$ cat src/rtl/branch_update_queue_pkg.sv
// Shared branch-unit definitions: PHT geometry, update-entry layout and redirect step.
package branch_update_queue_pkg;

    localparam int unsigned PHT_BITS     = 10;
    localparam int unsigned UPD_ENTRY_W  = 33;
    localparam logic [31:0] REDIRECT_INC = 32'd4;

    typedef struct packed {
        logic [31:0] pc;
        logic        taken;
    } upd_entry_t;

    // A not-taken branch with the right direction is correct whatever the target fields hold.
    function automatic logic is_mispredict(
        input logic        valid,
        input logic        pred_taken,
        input logic [31:0] pred_target,
        input logic        taken,
        input logic [31:0] target
    );
        return valid & ((pred_taken != taken) | (taken & (pred_target != target)));
    endfunction

endpackage

$ cat src/rtl/bpu_sync_fifo.sv
// Two-write / one-read synchronous FIFO; the writer must never exceed the free space.
module bpu_sync_fifo #(
    parameter int unsigned DEPTH = 4,
    parameter int unsigned WIDTH = 33
) (
    input  logic                       clk,
    input  logic                       rst_n,
    input  logic                       i_wr0_en,
    input  logic [WIDTH-1:0]           i_wr0_data,
    input  logic                       i_wr1_en,
    input  logic [WIDTH-1:0]           i_wr1_data,
    input  logic                       i_rd_en,
    output logic [WIDTH-1:0]           o_rd_data,
    output logic                       o_empty,
    output logic [$clog2(DEPTH):0]     o_count
);

    localparam int unsigned PTR_W = $clog2(DEPTH);
    localparam int unsigned CNT_W = PTR_W + 1;

    logic [WIDTH-1:0] r_mem [DEPTH];
    logic [PTR_W-1:0] r_wr_ptr;
    logic [PTR_W-1:0] r_rd_ptr;
    logic [CNT_W-1:0] r_count;
    logic [PTR_W-1:0] w_wr1_ptr;

    // The second write lands behind the first only when the first is actually used.
    assign w_wr1_ptr = r_wr_ptr + PTR_W'(i_wr0_en);

    always_ff @(posedge clk) begin
        if (i_wr0_en) r_mem[r_wr_ptr]  <= i_wr0_data;
        if (i_wr1_en) r_mem[w_wr1_ptr] <= i_wr1_data;
    end

    always_ff @(posedge clk or negedge rst_n) begin
        if (!rst_n) begin
            r_wr_ptr <= '0;
            r_rd_ptr <= '0;
            r_count  <= '0;
        end else begin
            r_wr_ptr <= r_wr_ptr + PTR_W'(i_wr0_en) + PTR_W'(i_wr1_en);
            r_rd_ptr <= r_rd_ptr + PTR_W'(i_rd_en);
            r_count  <= r_count + CNT_W'(i_wr0_en) + CNT_W'(i_wr1_en) - CNT_W'(i_rd_en);
        end
    end

    assign o_rd_data = r_mem[r_rd_ptr];
    assign o_empty   = (r_count == '0);
    assign o_count   = r_count;

endmodule

$ cat src/rtl/branch_update_queue.sv
// Dual-port branch resolution: mispredict redirect, statistics and queued PHT training.
module branch_update_queue
    import branch_update_queue_pkg::*;
#(
    parameter int unsigned DEPTH      = 4,
    parameter int unsigned DROP_CNT_W = 16
) (
    input  logic                  clk,
    input  logic                  rst,
    input  logic                  res1_valid_i,
    input  logic [31:0]           res1_pc_i,
    input  logic                  res1_pred_taken_i,
    input  logic [31:0]           res1_pred_target_i,
    input  logic                  res1_taken_i,
    input  logic [31:0]           res1_target_i,
    input  logic                  res2_valid_i,
    input  logic [31:0]           res2_pc_i,
    input  logic                  res2_pred_taken_i,
    input  logic [31:0]           res2_pred_target_i,
    input  logic                  res2_taken_i,
    input  logic [31:0]           res2_target_i,
    output logic                  corr_valid_o,
    output logic [31:0]           corr_index_o,
    output logic                  corr_branch_flag_o,
    output logic                  redirect_valid_o,
    output logic [31:0]           redirect_pc_o,
    output logic [31:0]           mispred_cnt_o,
    output logic [DROP_CNT_W-1:0] drop_cnt_o
);

    localparam int unsigned CNT_W   = $clog2(DEPTH) + 1;
    localparam int unsigned SPACE_W = CNT_W + 1;
    localparam int unsigned DSUM_W  = DROP_CNT_W + 1;

    logic                   w_mp1;
    logic                   w_mp2;
    logic                   w_v2;
    logic                   w_empty;
    logic                   w_pop;
    logic [CNT_W-1:0]       w_count;
    logic [SPACE_W-1:0]     w_space;
    logic [SPACE_W-1:0]     w_need2;
    logic                   w_acc1;
    logic                   w_acc2;
    logic [1:0]             w_drops;
    logic [DSUM_W-1:0]      w_drop_sum;
    upd_entry_t             w_wr0_data;
    upd_entry_t             w_wr1_data;
    logic [UPD_ENTRY_W-1:0] w_rd_data;
    upd_entry_t             w_head;

    logic                   r_redirect_valid;
    logic [31:0]            r_redirect_pc;
    logic [31:0]            r_mispred_cnt;
    logic [DROP_CNT_W-1:0]  r_drop_cnt;

    // A port1 mispredict puts port2 on the wrong path, so it is dropped from every path below.
    assign w_mp1 = is_mispredict(res1_valid_i, res1_pred_taken_i, res1_pred_target_i,
                                 res1_taken_i, res1_target_i);
    assign w_mp2 = is_mispredict(res2_valid_i, res2_pred_taken_i, res2_pred_target_i,
                                 res2_taken_i, res2_target_i) & ~w_mp1;
    assign w_v2  = res2_valid_i & ~w_mp1;

    assign w_pop   = ~w_empty;
    assign w_space = SPACE_W'(DEPTH) - SPACE_W'(w_count) + SPACE_W'(w_pop);
    assign w_need2 = w_acc1 ? SPACE_W'(2) : SPACE_W'(1);
    assign w_acc1  = res1_valid_i & (w_space >= SPACE_W'(1));
    assign w_acc2  = w_v2 & (w_space >= w_need2);

    assign w_drops    = {1'b0, res1_valid_i & ~w_acc1} + {1'b0, w_v2 & ~w_acc2};
    assign w_drop_sum = {1'b0, r_drop_cnt} + DSUM_W'(w_drops);

    assign w_wr0_data = '{pc: res1_pc_i, taken: res1_taken_i};
    assign w_wr1_data = '{pc: res2_pc_i, taken: res2_taken_i};

    bpu_sync_fifo #(
        .DEPTH (DEPTH),
        .WIDTH (UPD_ENTRY_W)
    ) u_fifo (
        .clk        (clk),
        .rst_n      (rst),
        .i_wr0_en   (w_acc1),
        .i_wr0_data (w_wr0_data),
        .i_wr1_en   (w_acc2),
        .i_wr1_data (w_wr1_data),
        .i_rd_en    (w_pop),
        .o_rd_data  (w_rd_data),
        .o_empty    (w_empty),
        .o_count    (w_count)
    );

    assign w_head = w_rd_data;

    always_ff @(posedge clk or negedge rst) begin
        if (!rst) begin
            r_redirect_valid <= 1'b0;
            r_redirect_pc    <= '0;
            r_mispred_cnt    <= '0;
            r_drop_cnt       <= '0;
        end else begin
            r_redirect_valid <= w_mp1 | w_mp2;
            if (w_mp1) begin
                r_redirect_pc <= res1_taken_i ? res1_target_i : res1_pc_i + REDIRECT_INC;
            end else if (w_mp2) begin
                r_redirect_pc <= res2_taken_i ? res2_target_i : res2_pc_i + REDIRECT_INC;
            end
            if (w_mp1 | w_mp2) begin
                r_mispred_cnt <= r_mispred_cnt + 32'd1;
            end
            r_drop_cnt <= w_drop_sum[DROP_CNT_W] ? '1 : w_drop_sum[DROP_CNT_W-1:0];
        end
    end

    // Head fields are masked while empty so stale RAM contents never reach the PHT port.
    assign corr_valid_o       = ~w_empty;
    assign corr_index_o       = w_empty ? '0 : w_head.pc;
    assign corr_branch_flag_o = w_empty ? 1'b0 : w_head.taken;
    assign redirect_valid_o   = r_redirect_valid;
    assign redirect_pc_o      = r_redirect_pc;
    assign mispred_cnt_o      = r_mispred_cnt;
    assign drop_cnt_o         = r_drop_cnt;

endmodule
$ cat config.mk
export PLATFORM = sky130hd
export DESIGN_NAME = branch_update_queue
export DESIGN_NICKNAME = d
export VERILOG_FILES = /design/src/rtl/branch_update_queue_pkg.sv /design/src/rtl/bpu_sync_fifo.sv /design/src/rtl/branch_update_queue.sv
export SDC_FILE = /design/constraint.sdc
export NUM_CORES = 1
export LEC_CHECK = 0
export BUFFER_PORTS_ARGS = -buffer_cell sky130_fd_sc_hd__buf_2
export CORE_UTILIZATION = 56
export DETAILED_ROUTE_END_ITERATION = 7
export PLACE_DENSITY_LB_ADDON = 0.25
export SLEW_MARGIN = 10
export SYNTH_ARGS = -nofsm -noshare
export SYNTH_HDL_FRONTEND = slang
export SYNTH_HIERARCHICAL = 1
export SYNTH_SLANG_ARGS = --single-unit
export TNS_END_PERCENT = 20
$ cat constraint.sdc
create_clock -name clk -period 10.8 [get_ports clk]
set_input_delay 1.62 -clock clk [delete_from_list [all_inputs] [get_ports clk]]
set_output_delay 1.62 -clock clk [all_outputs]
set_load 0.01 [all_outputs]
Word level (Yosys, flattened, before mapping)

Memory sizes are Yosys's and may differ from the RTL's.
Cells that the tools add are included.

Add/subtract/negate cells: 13
Magnitude comparators: 2
Eq/ne operators: 4
Muxes and demuxes: 12
Bitwise gates (word level): 17
Reduce and logical (&&, ||, !) cells: 2

Operator list:

| kind                  | count |
|---|---|
| $mux 32               | 5 |
| $add 32x3->32 const B | 2 |
| $ne 32x32->1          | 2 |
| $add 32x1->32 const B | 1 |
| $add 16x2->17         | 1 |
| $mux 16               | 1 |
| $and 1x1->1           | 10 |
| $add 2x1->2           | 3 |
| $add 3x1->3           | 2 |
| $mux 1                | 5 |
| $add 4x1->4           | 1 |
| $ge 4x1->1 const B    | 1 |
| $ge 4x2->1            | 1 |
| $not 1->1             | 4 |
| $sub 3x3->4 const A   | 1 |
| $logic_not 3->1       | 1 |
| $or 1x1->1            | 3 |
| $sub 3x1->3           | 1 |
| $add 1x1->2           | 1 |
| $mux 2                | 1 |
| $ne 1x1->1            | 2 |
| $reduce_bool 2->1     | 1 |

Bits in registers: 88
Memory bits (writable): 132
Bits of input ports: 200
Output and inout bits: 115
Word-level logic and storage cells: 58
Memories: 1

Memories:

| memory       | words | width | rd ports | clocked after Yosys merged registers in | wr ports | RTL line            | text |
|---|---|---|---|---|---|---|---|
| u_fifo.r_mem | 4     | 33    | 1        | 0                                       | 2        | bpu_sync_fifo.sv:21 | `logic [WIDTH-1:0] r_mem [DEPTH];` |

Longest topological paths before layout

Depth in word-level cells: 13
Gate-level depth with buffers: 22
Depth with buffers taken out: 22

Cells and area by module

The synthesis kept the hierarchy.

Modules (own cells, without submodules):

| module              | instances | cells an instance | area each (um^2) | seq. area each (um^2) |
|---|---|---|---|---|
| bpu_sync_fifo       | 1         | 354               | 6826.5           | 4139.0 |
| branch_update_queue | 1         | 781               | 6655.1           | 2026.9 |

Worst setup path before layout

Ideal clock, no wire load.

Path kind: in2reg
Start: input port res1_pred_target_i[11]
End: memory u_fifo.r_mem[2][0] (enable)
Library setup time: 0.469 ns
Data arrival time: 5.103 ns
Data required time: 10.331 ns
Slack: 5.228 ns
Stages on the path: 13
Buffers on the path: 4
Cell sequence: xor2_1 -> nor4_1 -> nand4_1 -> nor3_2 -> nor2_2 -> buf_2 -> buf_6 -> nor3b_1 -> inv_1 -> or3_1 -> buf_2 -> buf_6 -> o21ai_0

RTL lines:

| element         | RTL line                  | text |
|---|---|---|
| start, declared | branch_update_queue.sv:13 | `input logic [31:0] res1_pred_target_i,` |
| end, declared   | bpu_sync_fifo.sv:21       |  |

==> results.tsv <==
stage	metric	value	unit
outcome	status	finished clean	
global_route	GRT met1 Usage	0.450	
drt	DRC	0	
placed_design	Post-Place Cell Area	15300	um2
die	die area	24700	um2
worst_hold_path	min-delay worst type	reg -> reg	
run	total of max-cap violations	0	
cts	hold_buf cts	0	
pwr	Power Density	221	nW/um2
worst_setup_path	R2R Setup Slk	5280	ps
sta	# setup viols final	0	
die	Rows	56	
sta	Max Clock Skew	18.7	ps
drt	drt first pass iters	8	
worst_setup_path	worst path required time	10870	ps
sta	Worst slew margin	0.131	
die	Die W	157	um
cts	CTS Sinks	220	
sta	Tcrit/Tclk final	0.511	
yosys	area fraction of the dominant cell type after synthesis	0.294	
global_route	M3 GR Usage	0.0694	
global_route	Total GRT Usage	0.344	
global_route	grt met2 use	0.560	
yosys	post-synthesis sequential area ratio	0.457	
yosys	warnings from Yosys	6	
yosys	Syn Nets	1350	
yosys	largest area contributor in the netlist	edfxtp_1	
die	IO Count	315	
sta	TNS Setup	0	ps
drt	drt wl/cell	24.0	um
sta	RSZ-0062 raised after global routing	false	
cts	Post-CTS Setup Inserts	0	
cts	clk root buf	clkbuf_16	
drt	Post-DRT Antenna Nets	0	
cells_and_area	Fill cells	1779	
drt	DR vias/cell	6.07	
drt	Iter 0 DRT Violations	1076	
die	Initial Utilization	0.573	
cells_and_area	Layout Cell Area excl Fill	16100	um2
sta	Fin. Hold Viols	0	
cells_and_area	Post-Layout Cell Count	1769	
worst_setup_path	R2R Path End	u_fifo/r_mem[2][3]	
placed_design	hpwl dp	30.3	mm
worst_setup_path	WS Path Type	reg -> reg	
global_route	largest net degree at the start of global routing	90	
die	Die H	157	um
worst_setup_path	CP Capture Type	flip-flop	
yosys	Synth Register Bits	220	
placed_design	I/O Buffers	314	
yosys	synth unique cells	55	
drt	DRT Wirelength	42.5	mm
placed_design	GPL Wtd Cong	0.868	
cells_and_area	share of layout cells above drive strength 1	0.386	
pwr	VDD IR max	0.000154	V
cts	Clk pin slew, worst setup/hold paths	60	ps
sta	Max Clk Rate	0.181	GHz
cts	H-tree level count	1	
cells_and_area	final net count	1644	
placed_design	dpl cells	1722	
worst_setup_path	crit start category	flip-flop	
drt	via count	10700	
yosys	EDFF count, synth	132	
worst_hold_path	hold_sp	mispred_cnt_o[31]	
worst_setup_path	largest fanout on the critical path	35	
sta	final slew viol count	0	
worst_hold_path	Min-Delay Path Depth	1	
cells_and_area	Area growth syn-to-layout	19.5	%
global_route	first-pass GRT wire length	62.7	mm
worst_setup_path	Data arrival, critical path	5590	ps
cts	CTS Buffer Depth	3	
yosys	synth top area cells	edfxtp_1, dfrtp_1, mux2_2	
cts	clk_lat worst skew	530	ps
global_route	Overflow after GRT	0	
cts	CTS tree	done	
sta	Worst Tran Pin Value	1300	ps
cts	TritonCTS Buffers	24	
sta	final hold slack	473	ps
yosys	synth cell count leaders	edfxtp_1, mux2_2, nand2_1, xor2_1, dfrtp_1	
yosys	Post-synth top flop	edfxtp_1	
worst_setup_path	R2R Path Start	u_fifo/o_count[1]	
worst_hold_path	sink of the worst hold path	mispred_cnt_o[31]	
yosys	Synth Instances	1135	
worst_setup_path	worst reg-to-reg path cell count	16	
yosys	Async SR Flop Fraction	0.400	
pwr	P_leak	6.71	nW
yosys	Cell Area, Synth	13500	um2
die	Core Region	23500	um2
yosys	most common cell in the netlist	edfxtp_1	
cts	post-cts gate resize count	0	
global_route	busiest metal layer after global routing	met2	
global_route	vias in the first global route	10400	
sta	post-layout minimum cycle time	5520	ps
yosys	mean post-synth cell area	11.9	um2
global_route	initial antenna violation count	4	
==> critical path, cell delays in order, from the launching register on <==
cell and delay (ps):
dfrtp_1 440, nor3_2 190, buf_4 410, ha_1 260, inv_1 70, ha_1 210
nor2_1 100, nor2_1 60, or3b_2 460, nand2_1 120, ha_1 240, nand2b_1 130
a211oi_1 400, nor3b_1 190, inv_1 120, or3_2 980, o21ai_4 660
==> cell type report <==
type	count	area [um2]	area share
antenna	3	7.51	0.000466
timing repair buffer	327	1670	0.104
multi-input combinational	837	7010	0.435
inverter	19	71.3	0.00443
sequential	220	6170	0.383
clock inverter	6	78.8	0.00489
tap	319	399	0.0248
clock buffer	38	714	0.0443
==> report_power, final <==
group          switching (mW)  total (mW)  internal [mW]
combinational           0.784        1.40          0.620
sequential              0.105        1.31           1.21
clock                   0.338       0.838          0.500
total                    1.23        3.55           2.33
==> cells by family (layout without fill, tap and decap cells) <==
kind of cell / count (synthesis) / count (layout) / synth area share
AO/OA/AOI/OAI: 127 / 127 / 0.0561
XOR/XNOR: 165 / 165 / 0.108
adder cells (fa/ha/maj): 15 / 15 / 0.0156
buffers and inverters: 78 / 390 / 0.0283
flip-flops: 220 / 220 / 0.457
multiplexers: 208 / 208 / 0.207
other: 0 / 3 / 0
AND/OR/NAND/NOR: 322 / 322 / 0.128
==> stage by stage <==
stage	setup slack (ps)	power (mW)	utilization
finish	5280	3.55	0.685
global route	5070	3.70	0.684
CTS	5340	3.55	0.684
detailed placement	5010	2.71	0.651
global placement	5150	2.67	0.651
floorplan	5230	2.19	-
==> metal layers <==
metal,share of wire,wire length (um)
met1,0.40,16800
met2,0.48,20400
met3,0.085,3600
met4,0.039,1670
met5,0,0
==> sequential cells by signal, indices dropped and copies added (netlist names) <==
| signal | cells |
|---|---|
| redirect_pc_o | 32 |
| mispred_cnt_o | 32 |
| u_fifo/r_rd_ptr | 2 |
| u_fifo/r_wr_ptr | 2 |
| u_fifo/r_mem | 132 |
| drop_cnt_o | 16 |
| u_fifo/o_count | 3 |
| redirect_valid_o | 1 |
==> worst max-delay path by stage <==
stage                      startpoint  depth (start not counted)  slack, ps                  end
2_1_floorplan  res1_pred_target_i[11]                         13       5230   u_fifo/r_mem[2][0]
3_3_place_gp   res1_pred_target_i[26]                         11       5150  u_fifo/r_mem[0][28]
3_5_place_dp   res1_pred_target_i[26]                         11       5010   u_fifo/r_mem[0][3]
4_1_cts             u_fifo/o_count[1]                         16       5340  u_fifo/r_mem[2][30]
5_1_grt             u_fifo/o_count[2]                         16       5070   u_fifo/r_mem[2][3]
6_report            u_fifo/o_count[1]                         16       5280   u_fifo/r_mem[2][3]
==> layout by cell type, fill, tap and decap left out, types with 17 or more instances in the layout <==
cell type,count
buf_2,313
edfxtp_1,132
mux2_2,114
nand2_1,101
xor2_1,99
dfrtp_1,87
xnor2_1,65
o21ai_0,64
nand3_1,36
nor2b_1,35
mux4_2,33
mux2i_1,31
mux2_4,30
nor2_1,29
nand4_1,28
clkbuf_16,25
and3_1,18
inv_1,17
o21ai_1,17
No activity file was read; power rests on OpenSTA's default activity.
